File: src/rtl/cache_t0_pkg.sv
// Shared definitions for the way-0 tag lookup / refill controller.
// Holds the address geometry, the controller state encoding and the helpers
// that split a CPU byte address into its tag, index and line-address fields.
package cache_t0_pkg;

  localparam int AWIDTH  = 3;                         // index width
  localparam int TWIDTH  = 13;                        // tag width
  localparam int OWIDTH  = 2;                         // byte-offset width
  localparam int DEPTH   = 32'd1 << AWIDTH;           // tag RAM entries
  localparam int EWIDTH  = TWIDTH + 1;                // {valid, tag}
  localparam int RAWIDTH = TWIDTH + AWIDTH + OWIDTH;  // request address width
  localparam int LWIDTH  = TWIDTH + AWIDTH;           // line address width

  typedef enum logic [2:0] {
    ST_INIT    = 3'd0,
    ST_IDLE    = 3'd1,
    ST_LOOKUP  = 3'd2,
    ST_MEMREQ  = 3'd3,
    ST_MEMWAIT = 3'd4,
    ST_UPDATE  = 3'd5
  } state_e;

  // Tag field of a byte address.
  function automatic logic [TWIDTH-1:0] get_tag(input logic [RAWIDTH-1:0] addr);
    return addr[RAWIDTH-1:AWIDTH+OWIDTH];
  endfunction

  // Index field of a byte address.
  function automatic logic [AWIDTH-1:0] get_index(input logic [RAWIDTH-1:0] addr);
    return addr[AWIDTH+OWIDTH-1:OWIDTH];
  endfunction

  // Line address presented to memory on a refill.
  function automatic logic [LWIDTH-1:0] line_addr(input logic [TWIDTH-1:0] tag,
                                                  input logic [AWIDTH-1:0] index);
    return {tag, index};
  endfunction

endpackage

File: src/rtl/tag_lookup_ctrl_t0.sv
// Lookup and refill controller for cache way 0.
// Sits in front of a synchronous-read tag RAM: drives its address / write data /
// write enable and consumes its registered read data one cycle later.
// After reset (or a flush pulse in IDLE) every entry is overwritten with zero so
// no stale valid bit survives from the file-initialised RAM contents.
// Ports:
//   clock, reset_n               : clock (rising edge), async active-low reset
//   req_valid/req_ready/req_addr : CPU request handshake and byte address
//   flush                        : re-run the invalidate sweep (honoured in IDLE only)
//   resp_valid/resp_hit          : one-cycle response strobe, 1 = hit, 0 = refilled miss
//   tag_addr/tag_din/tag_we      : tag RAM address, write data, write enable
//   tag_dout                     : tag RAM read data, valid the cycle after tag_addr
//   mem_req_valid/ready/addr     : line fetch request handshake, line = {tag, index}
//   mem_rsp_valid                : line data returned by memory
module tag_lookup_ctrl_t0
  import cache_t0_pkg::*;
(
  input  logic               clock,
  input  logic               reset_n,
  input  logic               req_valid,
  output logic               req_ready,
  input  logic [RAWIDTH-1:0] req_addr,
  input  logic               flush,
  output logic               resp_valid,
  output logic               resp_hit,
  output logic [AWIDTH-1:0]  tag_addr,
  output logic [EWIDTH-1:0]  tag_din,
  output logic               tag_we,
  input  logic [EWIDTH-1:0]  tag_dout,
  output logic               mem_req_valid,
  input  logic               mem_req_ready,
  output logic [LWIDTH-1:0]  mem_req_addr,
  input  logic               mem_rsp_valid
);

  localparam logic [AWIDTH-1:0] LAST_INDEX = AWIDTH'(DEPTH - 1);

  state_e            r_state;
  state_e            w_state_nxt;
  logic [AWIDTH-1:0] r_init_cnt;
  logic [TWIDTH-1:0] r_tag;
  logic [AWIDTH-1:0] r_index;
  logic              w_hit;
  logic              w_accept;
  logic              w_unused_offset;

  // Byte offset does not take part in tag lookup.
  assign w_unused_offset = ^req_addr[OWIDTH-1:0];

  // RAM read data is valid in LOOKUP because the index was presented in IDLE.
  assign w_hit    = tag_dout[TWIDTH] & (tag_dout[TWIDTH-1:0] == r_tag);
  assign w_accept = (r_state == ST_IDLE) & req_valid & ~flush;

  // State register.
  always_ff @(posedge clock or negedge reset_n) begin
    if (!reset_n) begin
      r_state <= ST_INIT;
    end else begin
      r_state <= w_state_nxt;
    end
  end

  // Sweep counter: advances through every index in INIT, re-armed by a flush.
  always_ff @(posedge clock or negedge reset_n) begin
    if (!reset_n) begin
      r_init_cnt <= '0;
    end else if (r_state == ST_INIT) begin
      r_init_cnt <= r_init_cnt + AWIDTH'(1);
    end else if ((r_state == ST_IDLE) && flush) begin
      r_init_cnt <= '0;
    end else begin
      r_init_cnt <= r_init_cnt;
    end
  end

  // Capture the tag and index of an accepted request for the rest of its life.
  always_ff @(posedge clock or negedge reset_n) begin
    if (!reset_n) begin
      r_tag   <= '0;
      r_index <= '0;
    end else if (w_accept) begin
      r_tag   <= get_tag(req_addr);
      r_index <= get_index(req_addr);
    end else begin
      r_tag   <= r_tag;
      r_index <= r_index;
    end
  end

  // Next-state and output decode; outputs depend only on registered state,
  // latched fields, the IDLE request inputs and the RAM read data.
  always_comb begin
    w_state_nxt   = r_state;
    req_ready     = 1'b0;
    resp_valid    = 1'b0;
    resp_hit      = 1'b0;
    tag_addr      = '0;
    tag_din       = '0;
    tag_we        = 1'b0;
    mem_req_valid = 1'b0;
    mem_req_addr  = '0;
    case (r_state)
      ST_INIT: begin
        tag_addr = r_init_cnt;
        tag_we   = 1'b1;
        if (r_init_cnt == LAST_INDEX) begin
          w_state_nxt = ST_IDLE;
        end else begin
          w_state_nxt = ST_INIT;
        end
      end
      ST_IDLE: begin
        req_ready = ~flush;
        tag_addr  = get_index(req_addr);
        // Flush wins over a simultaneous request.
        if (flush) begin
          w_state_nxt = ST_INIT;
        end else if (req_valid) begin
          w_state_nxt = ST_LOOKUP;
        end else begin
          w_state_nxt = ST_IDLE;
        end
      end
      ST_LOOKUP: begin
        tag_addr = r_index;
        if (w_hit) begin
          resp_valid  = 1'b1;
          resp_hit    = 1'b1;
          w_state_nxt = ST_IDLE;
        end else begin
          w_state_nxt = ST_MEMREQ;
        end
      end
      ST_MEMREQ: begin
        mem_req_valid = 1'b1;
        mem_req_addr  = line_addr(r_tag, r_index);
        if (mem_req_ready) begin
          w_state_nxt = ST_MEMWAIT;
        end else begin
          w_state_nxt = ST_MEMREQ;
        end
      end
      ST_MEMWAIT: begin
        if (mem_rsp_valid) begin
          w_state_nxt = ST_UPDATE;
        end else begin
          w_state_nxt = ST_MEMWAIT;
        end
      end
      ST_UPDATE: begin
        tag_addr    = r_index;
        tag_din     = {1'b1, r_tag};
        tag_we      = 1'b1;
        resp_valid  = 1'b1;
        resp_hit    = 1'b0;
        w_state_nxt = ST_IDLE;
      end
      default: begin
        w_state_nxt = ST_INIT;
      end
    endcase
  end

endmodule

File: config.mk
export PLATFORM = sky130hd
export DESIGN_NAME = tag_lookup_ctrl_t0
export DESIGN_NICKNAME = d
export VERILOG_FILES = /design/src/rtl/cache_t0_pkg.sv /design/src/rtl/tag_lookup_ctrl_t0.sv
export SDC_FILE = /design/constraint.sdc
export NUM_CORES = 1
export LEC_CHECK = 0
export ABC_CLOCK_PERIOD_IN_PS = 4200
export BUFFER_PORTS_ARGS = -buffer_cell sky130_fd_sc_hd__buf_4
export CORE_MARGIN = 4
export CORE_UTILIZATION = 48
export DETAILED_ROUTE_END_ITERATION = 10
export PLACE_DENSITY = 0.92
export SYNTH_ARGS = -nofsm -noshare
export SYNTH_HDL_FRONTEND = slang
export SYNTH_SLANG_ARGS = --single-unit
File: constraint.sdc
create_clock -name clock -period 4.2 [get_ports clock]
set_input_delay 0 -clock clock [delete_from_list [all_inputs] [get_ports clock]]
set_output_delay 0 -clock clock [all_outputs]
set_load 0.05 [all_outputs]
# Word-level counts from Yosys, hierarchy flattened
# Index checks and enable logic that the tools add are counted.
[classes]
add_sub_neg = 1
eq_ne = 7
mux = 18
bitwise_logic = 4
reduce_logical = 5
[ops]
columns = ["operator", "count"]
rows = [
  ["$pmux 3 s6", 1],
  ["$mux 16", 1],
  ["$mux 14", 1],
  ["$eq 13x13->1", 1],
  ["$eq 3x3->1 const B", 3],
  ["$mux 3", 3],
  ["$pmux 3 s3", 1],
  ["$mux 1", 7],
  ["$eq 3x2->1 const B", 2],
  ["$mux 2", 3],
  ["$reduce_or 2->1", 2],
  ["$add 3x1->3 const B", 1],
  ["$and 1x1->1", 3],
  ["$eq 3x1->1 const B", 1],
  ["$logic_not 3->1", 1],
  ["$pmux 1 s2", 1],
  ["$reduce_bool 2->1", 1],
  ["$logic_and 1x1->1", 1],
  ["$not 1->1", 1],
]
[totals]
regBits = 22
in_bits = 38
output_inout_bits = 38
wordCells = 39

# Longest topological paths before layout
# Gate-level depths: netlist of run 1.
[logic_depth]
depth_word = 4
mapped_depth = 6

# Worst setup path before layout of run 1
# No wires, ideal clock.
[synth_timing]
path_type = "flip-flop to output port"
startpoint = "register r_state[2]"
endpoint = "output port tag_addr[0]"
arrival_ns = 2.067
path_slack_ns = 2.133
path_stages_with_launch = 5
path_cell_list = "dfrtp_1 -> buf_2 -> nor2_1 -> a22oi_1 -> o21ai_0"
[synth_via]
elab_chain_len = 3
[synth_lines]
columns = ["item", "line", "rtl"]
rows = [
  ["start: declaration", "tag_lookup_ctrl_t0.sv:38", "state_e r_state;"],
  ["start signal: assignment", "tag_lookup_ctrl_t0.sv:59", "r_state <= w_state_nxt;"],
  ["$eq 3x2->1 / $eq 3x3->1 (equally long branches)", "tag_lookup_ctrl_t0.sv:102", "case (r_state)"],
  ["$reduce_or 2->1 (no line)", "n/a", ""],
  ["$pmux 3 s3 (*)", "tag_lookup_ctrl_t0.sv:102", ""],
  ["end: declaration", "tag_lookup_ctrl_t0.sv:26", "output logic [AWIDTH-1:0] tag_addr,"],
]
# Mark *: on every way between the ends. The rest lies on a longest branch, timed or not.

# Worst setup path after layout of run 1
[layout_timing]
startpoint = "register r_state[0]"
endpoint = "output port tag_din[1]"
[layout_via]
elab_chain_len = 2
[layout_lines]
columns = ["item", "line", "rtl"]
rows = [
  ["$eq 3x3->1", "tag_lookup_ctrl_t0.sv:102", ""],
  ["$mux 14", "tag_lookup_ctrl_t0.sv:102", ""],
  ["end: declaration", "tag_lookup_ctrl_t0.sv:27", "output logic [EWIDTH-1:0] tag_din,"],
]
# Every way passes these cells.

==> results of run 1 <==
[metal layers]
metal / global-route usage / share of wire
met5: 0 / 0
met4: 0.0771 / 0.015
met3: 0.0162 / 0.046
met2: 0.430 / 0.54
met1: 0.281 / 0.40
[worst max-delay path: stages, from the launching register on]
cell and delay (ns):
dfrtp_1 0.89, inv_1 0.22, nor2_1 0.68, and2_1 0.28, buf_4 0.21
[layout make-up]
| class | instances | share of cell area |
|---|---|---|
| multi-input cells | 104 | 0.379 |
| repair buffers | 93 | 0.333 |
| clock buffers | 3 | 0.0100 |
| clock inverters | 1 | 0.0134 |
| inverters | 1 | 0.00167 |
| flip-flops and latches | 22 | 0.245 |
| well taps | 31 | 0.0173 |
[how the worst max path moves through the flow]
stage | slack [ns] | cells past startpoint | startpoint | endpoint
floorplan | 2.13 | 4 | r_state[2] | tag_addr[0]
global placement | 2.10 | 4 | r_state[0] | tag_din[8]
detailed placement | 2.04 | 4 | r_state[0] | tag_din[7]
CTS | 1.68 | 4 | r_state[0] | tag_din[7]
global route | 1.39 | 4 | r_state[0] | tag_din[1]
finish | 1.61 | 4 | r_state[0] | tag_din[1]
[cells by family (layout without fill, tap and decap cells)]
kind of cell / after synthesis / in the layout / share of synthesized area
AO/OA/AOI/OAI: 14 / 14 / 0.0707
XOR/XNOR: 14 / 14 / 0.0845
adder cells (fa/ha/maj): 2 / 2 / 0.0172
buffers and inverters: 9 / 98 / 0.0345
flip-flops: 22 / 22 / 0.379
multiplexers: 20 / 20 / 0.181
AND/OR/NAND/NOR: 54 / 54 / 0.233
[cell usage after synthesis]
library cell / n
buf_6: 2
nor2_1: 6
xor2_1: 13
mux2_2: 10
and3_1: 17
a21boi_0: 1
nand2_4: 1
dfrtp_1: 22
xnor2_1: 1
nor3b_1: 1
mux2_4: 10
a32o_1: 1
and2_1: 13
clkbuf_1: 5
nor3_1: 1
a22oi_1: 3
a211o_1: 1
nand2_1: 2
nor3_4: 1
nand3_1: 3
nand4_1: 1
a22o_1: 2
nand2b_4: 1
ha_1: 2
buf_2: 1
o22ai_1: 2
nor4_1: 3
o41ai_1: 1
and2b_1: 1
o21ai_0: 3
inv_1: 1
nand2b_1: 3
[flip-flops by register name (all words and copies together) (netlist names)]
name	count
r_tag	13
r_index	3
r_init_cnt	3
r_state	3
[stage by stage]
stage          power [uW]  hold slack, ns  area [sq um]   util  setup WS (ns)
3_3_place_gp         1200         -0.0990          1990  0.704           2.10
2_1_floorplan        1030          -0.296          1450      -           2.13
3_5_place_dp         1240         -0.0986          1990  0.704           2.04
6_report             1440          0.0978          2240  0.793           1.61
5_1_grt              1530           0.108          2240  0.793           1.39
4_1_cts              1430          0.0182          2230  0.790           1.68
[cell usage in the layout (no fill, tap or decap), drive strengths merged]
master	instances
dfrtp	22
nand3	3
a32o	1
nand2	3
mux2	20
a22o	2
and3	17
dlygate4sd3	20
nor3	2
buf	73
nor3b	1
a211o	1
xor2	13
o22ai	2
bufinv	1
inv	1
a21boi	1
clkbuf	3
o21ai	3
and2b	1
and2	13
ha	2
nor2	6
nand2b	4
xnor2	1
a22oi	3
o41ai	1
nor4	3
nand4	1
[power by group]
part / leakage (uW) / total (uW) / internal (uW) / switching [uW]
Clock: 0.0000279 / 161 / 96.4 / 64.9
Sequential: 0.000269 / 475 / 314 / 162
Combinational: 0.000901 / 805 / 354 / 451
Total: 0.00120 / 1440 / 764 / 677
[timing repair]
item / 4_1_cts / 5_1_grt
buffers inserted: 0 / 0
hold endpoints to repair: 40 / 1
hold buffers: 19 / 1
==> metrics, run 1 <==
Clock Skew=0.00771 ns; largest net degree at the start of global routing=28; Max Fclk=386 MHz; synth-to-layout area growth=54.7%; Placed Instances=231; Max-slew headroom=0.452; clk root buf=clkbuf_4; clk slew on worst S/H paths=0.13 ns; DP HPWL=between 3000 and 4000 um; worst slew pin tran=0.822 ns; CP Capture Type=output pin; First DRT Iteration DRCs=53; reg2reg start=r_state[0]; Initial Util=0.513; Register-to-Register Path Depth=5; die width=63.0 um; maximum VDD drop=463 uV; share of cells above drive strength 1=0.446; WS Path Type=reg -> out; Pre-antenna DRT Iters=4; CTS tree=done; DRC=0; GR Overflow Total=0; Rows=19; R2R setup slack=1.92 ns; max-slew violations=0; DIE HEIGHT=63.0 um; Leakage=0.00120 uW; CTS Buf Count=3; post-DR vias/cell=about 5.5; cell area after synthesis=1450 sq um; Ports=76; ant diodes=0; outcome=finished clean; top cell type's share of synthesized area=0.379; fin nets=265; Crit Path Max Fanout=27; Post-Synthesis Cells=between 100 and 150; final setup fails=0; full die area=3970 sq um; clock latency on the worst-skew pair=0.31 ns; Seq. cell area=551 sq um; fin crit share=0.616; Fillers=170; DRT Wirelength=approximately 4400 um; top cell type by total area after synthesis=dfrtp_1; Synth Register Bits=22; Total GRT Usage=0.232; Post-DRT Antenna Nets=0; Clock Sinks=22; vias in the first global route=1476; max cap viols=0; PostCTS Resize Cnt=0; CP Launch Type=register; sequential area share after synthesis=0.379; Final min period=about 2.6 ns; HP Class=in -> async; PD cells=642 nW/um^2; clock tree buffer depth=2; Netlist cell types=32; # port buffers=73; Mapped Avg Cell Area=10.8 sq um; Critical Path RT=4.20 ns; RSZ-0062 raised after global routing=no; Worst Path Arrival=roughly 2.6 ns; Core Area=between 2000 and 3000 sq um; vias=1402; Setup TNS=0 ns; wire per inst=17.4 um; YS warnings=0; gpl congestion=0.728; H-tree depth=1; Area contributors post-synth=dfrtp_1 38%, mux2_4 10%, xor2_1 7.8%, mux2_2 7.8%, and3_1 7.3%; fin cells=~260; R2R Path End=r_state[0]; final hold violations=0; area occupied by multi-input gates=851 sq um; first-pass GRT wire length=7260 um; initial antenna violation count=0; post-synth net total=175
Power figures use the tool's default switching activity.
==> inputs of run 2 (changes only) <==
- ABC_CLOCK_PERIOD_IN_PS: 4200 -> 2700
- CORE_UTILIZATION: 48 -> 45
- PLACE_DENSITY: 0.92 -> 0.88
- clock period: 4.2 -> 2.7 ns (I/O delays scaled with it)
==> run 2 against run 1 <==
  * Critical path depth is 1 higher
  * Cell count is 5.5% higher
  * Non-clock buffer count is 1 higher
  * Largest power group unchanged
==> metrics, run 2 (same netlist as run 1, synthesis figures left out) <==
outcome=finished clean; Total GRT Usage=0.214; max reg flops=13; Seq pwr share=0.333; ant diodes=0; Pre-antenna DRT Iters=4; # port buffers=73; CTS tree=done; Max Fclk=around 470 MHz; RSZ-0062 raised after global routing=no; Rows=20; final setup fails=0; worst slew pin tran=0.570 ns; slowest library cell on the worst path=dfrtp_1; pre-CTS setup slack=roughly 1 ns; gpl congestion=0.834; synth-to-layout area growth=55.0%; Final min period=roughly 2.1 ns; Initial Util=0.472; WS Path Type=reg -> out; Top reg by flops=r_tag; largest net degree at the start of global routing=23; share of cells above drive strength 1=0.453; Crit Path Max Fanout=14; PostCTS Resize Cnt=0; HP Class=in -> reg; H-tree depth=1; wire per inst=between 15 and 20 um; first-pass GRT wire length=6820 um; Leakage=0.00120 uW; switching power=between 1000 and 1500 uW; DRT Wirelength=roughly 4300 um; clock tree buffer depth=2; commonest cells after routing, fill and taps aside=75 x buf_4, 22 x dfrtp_1, 19 x dlygate4sd3_1; CP max stage delay=roughly 0.6 ns; clock latency on the worst-skew pair=~0.32 ns; DRC=0; vias=1386; total power=2160 uW; Post-CTS Hold Buffers=19; DIE HEIGHT=between 60 and 70 um; fin nets=about 270; internal power=1130 uW; Clock Sinks=22; First DRT Iteration DRCs=36; Post-DRT Antenna Nets=0; final worst slack=between 0.5 and 0.6 ns; max-slew violations=0; CTS Buf Count=3; CP Launch Type=register; Post-CTS Setup Bufs=0; Setup TNS=0 ns; Worst Path Arrival=about 2.1 ns; Ports=76; max cap viols=0; full die area=4200 sq um; post-DR vias/cell=5.15; initial antenna violation count=0; clk slew on worst S/H paths=0.12 ns; fin crit share=0.782; CP Capture Type=output pin; GR Overflow Total=0; CP Buf/Inv Count=2; die width=64.8 um; PD cells=961 nW/um^2; vias in the first global route=1426; Core Area=3080 sq um; clk root buf=clkbuf_4; Clk pwr share=0.086; Max-slew headroom=0.620; CP top delay family=flip-flops; sw frac=0.478; DP HPWL=between 2000 and 3000 um; Critical Path RT=2.70 ns; final hold violations=0; Logic pwr share=0.580; maximum VDD drop=586 uV; CP dominant cell by count=buf_4; worst-path cell chain=buf_4, nor2_1, a22oi_1, o21ai_0, buf_4; commonest non-fill, non-tap cell in the layout=buf_4; Clock Skew=between 0.003 and 0.004 ns
run 2: cell count changes in the layout (fill, tap and decap cells not counted), sizes merged:
cell         delta
buf             +2
bufinv          -1
clkbuf          +1
dlygate4sd3     -1
run 2: path summary, 6_finish.rpt:
path / start / to / slack [ns] / cells past startpoint
setup / recovery: r_state[0] / tag_addr[1] / 0.59 / 5
max in group asynchronous: reset_n / r_tag[3] / 2.35 / 2
hold / removal: mem_req_ready / r_state[2] / 0.01 / 3
setup reg to reg: r_state[0] / r_state[0] / 0.65 / 6
min in group asynchronous: reset_n / r_tag[11] / 0.12 / 2
hold reg to reg: r_init_cnt[1] / r_init_cnt[1] / 0.56 / 1
run 2: power groups by stage:
| stage | registers, uW | clock network (uW) | logic, uW |
|---|---|---|---|
| 6_report | 721 | 187 | 1250 |
| 5_1_grt | 750 | 206 | 1350 |
| 4_1_cts | 716 | 192 | 1260 |
| 3_5_place_dp | 724 | 0 | 1220 |
| 3_3_place_gp | 713 | 0 | 1190 |
| 2_1_floorplan | 619 | 0 | 979 |
run 2: through the flow:
step,cells,util,instance area [sq um],hold slack [ns]
detailed placement,246,0.657,2020,-0.0945
CTS,269,0.731,2250,0.00530
global placement,246,0.657,2020,-0.0933
floorplan,135,-,1450,-0.296
finish,269,0.731,2250,0.0119
global route,269,0.731,2250,0.0461
run 2: area by class of cell:
type                    count  area (sq um)
fillers                   238           828
repair buffers             94           753
well taps                  44          55.1
multi-input cells         104           851
flip-flops and latches     22           551
clock buffers               4          36.3
inverters                   1          3.75
run 2: worst reg2reg max path: stages (launching register included):
cell and delay [ns]:
dfrtp_1 0.60, buf_4 0.29, nand2_1 0.12, nand2b_1 0.07, a211o_1 0.28, o41ai_1 0.06, dlygate4sd3_1 0.58
run 2: per-layer routing:
metal / global-route usage / up-vias / wire, um
li1: - / 662 / -
met1: 0.239 / 670 / 1700
met2: 0.390 / 43 / 2310
met3: 0.0381 / 11 / 188
met4: 0.0976 / 0 / 137
met5: 0 / - / 0
==> inputs of run 3 (changes only) <==
- ABC_CLOCK_PERIOD_IN_PS: 2700 -> 2000
- clock period: 2.7 -> 2 ns (I/O delays scaled with it)
==> run 3 against run 2 <==
  * Design area grew 1.2%
  * Sequential share of layout area decreased by 0.17 points
  * Sequential cell count unchanged
  * Non-clock buffer count is 1 higher
  * Cell count grew 0.37%
  * Total power up 36%
  * Utilization increased by 0.85 points
  * Critical endpoint is now resp_valid
  * Largest cell class unchanged
==> metrics, run 3 (same netlist as run 1, synthesis figures left out) <==
vias=1436; Placed Instances=246; Post-DRT Antenna Nets=0; synth-to-layout area growth=56.8%; Final min period=about 1.9 ns; Total GRT Usage=0.214; Pre-antenna DRT Iters=4; share of cells above drive strength 1=0.482; final hold violations=0; WS Path Type=reg -> out; CP Capture Type=output pin; CTS Buf Count=3; Clock Skew=0.0113 ns; Max-slew headroom=0.672; First DRT Iteration DRCs=51; Setup TNS=0 ns; fin crit share=0.940; Leakage=0.00120 uW; largest net degree at the start of global routing=23; first-pass GRT wire length=roughly 6900 um; Core Area=3080 sq um; DIE HEIGHT=64.8 um; Max Fclk=roughly 530 MHz; Initial Util=0.472; Critical Path RT=2.00 ns; placed cell areas=approximately 2000 sq um; Worst Path Arrival=between 1.5 and 2 ns; max reg flops=13; fin area=about 2300 sq um; DRC=0; max cap viols=0; wire per inst=16.4 um; fin cells=270; DRT Wirelength=4440 um; CP Launch Type=register; GR Overflow Total=0; PD cells=1290 nW/um^2; max-slew violations=0; initial antenna violation count=0; Ports=76; Clock Sinks=22; DP HPWL=a little under 3000 um; clk root buf=clkbuf_4; H-tree depth=1; full die area=roughly 4200 sq um; vias in the first global route=1424; fin nets=267; Top reg by flops=r_tag; gpl congestion=0.769; clock latency on the worst-skew pair=around 0.32 ns; worst slew pin tran=roughly 0.5 ns; outcome=finished clean; maximum VDD drop=859 uV; final setup fails=0; clock tree buffer depth=2; Rows=20; RSZ-0062 raised after global routing=no; commonest cells after routing, fill and taps aside=76 x buf_4, 20 x dfrtp_1, 19 x dlygate4sd3_1; # port buffers=73; Crit Path Max Fanout=4; commonest non-fill, non-tap cell in the layout=buf_4; die width=64.8 um; HP Class=in -> reg; Final Util=0.739; ant diodes=0; clk slew on worst S/H paths=0.13 ns; post-DR vias/cell=about 5.3; CTS tree=done
==> run 3: changes by cell type in the layout (fill, tap and decap cells not counted) <==
cell / before / now
and2b_2: 0 / 1
nor2_1: 6 / 5
o21ai_1: 0 / 3
dfrtp_2: 0 / 2
nor4_2: 0 / 2
buf_4: 75 / 76
o21ai_0: 3 / 0
nor2_2: 0 / 1
nor4_1: 3 / 1
dfrtp_1: 22 / 20
and2b_1: 1 / 0
==> run 3: timing repair <==
action / CTS / global route
endpoints found under the hold margin: 40 / 0
setup endpoints to repair: 0 / 23
hold buffers: 19 / 0
setup buffers: 0 / 1
resized for setup: 0 / 6
==> run 3: final timing paths <==
| kind | start | to | slack, ns | depth (start not counted) |
|---|---|---|---|---|
| worst max register to register | r_tag[8] | r_state[1] | 0.34 | 5 |
| min in group asynchronous | reset_n | r_tag[4] | 0.11 | 2 |
| max in group asynchronous | reset_n | r_state[2] | 1.65 | 2 |
| worst min-delay path | mem_req_ready | r_state[2] | 0.01 | 3 |
| worst max-delay path | r_tag[8] | resp_valid | 0.12 | 5 |
| worst min register to register | r_init_cnt[2] | r_init_cnt[2] | 0.56 | 1 |
==> run 3: area by class of cell <==
type                            instances  area (sq um)
Timing Repair Buffer                   95           761
Clock buffer                            4          36.3
Multi-Input combinational cell        104           867
Fill cell                             241           802
Tap cell                               44          55.1
Sequential cell                        22           553
Inverter                                1          3.75
==> run 3: stage by stage <==
stage               setup slack [ns]  hold WS [ns]  power [uW]
floorplan                      0.117        -0.296        2170
global placement               0.370       -0.0921        2580
detailed placement             0.378       -0.0924        2630
CTS                          0.00978        0.0116        2910
global route                 0.00228        0.0104        3120
finish                         0.121        0.0125        2940
==> run 3: critical path, stage by stage, from the launching register on <==
cell     delay, ns
dfrtp_1       0.43
xor2_1        0.17
nor4_2        0.34
nand4_1       0.21
o22ai_1       0.20
buf_4         0.23
==> run 3: where the power goes <==
group	internal (uW)	switching, uW
Sequential	664	303
Combinational	750	972
Clock	111	144
Total	1520	1420
==> run 3: routing by layer <==
layer  up-vias  GRT usage  share of wire
met2        50      0.390           0.54
met4         0     0.0712          0.021
li1        668          -              -
met1       708      0.249           0.39
met5         -          0              0
met3        10     0.0399          0.046
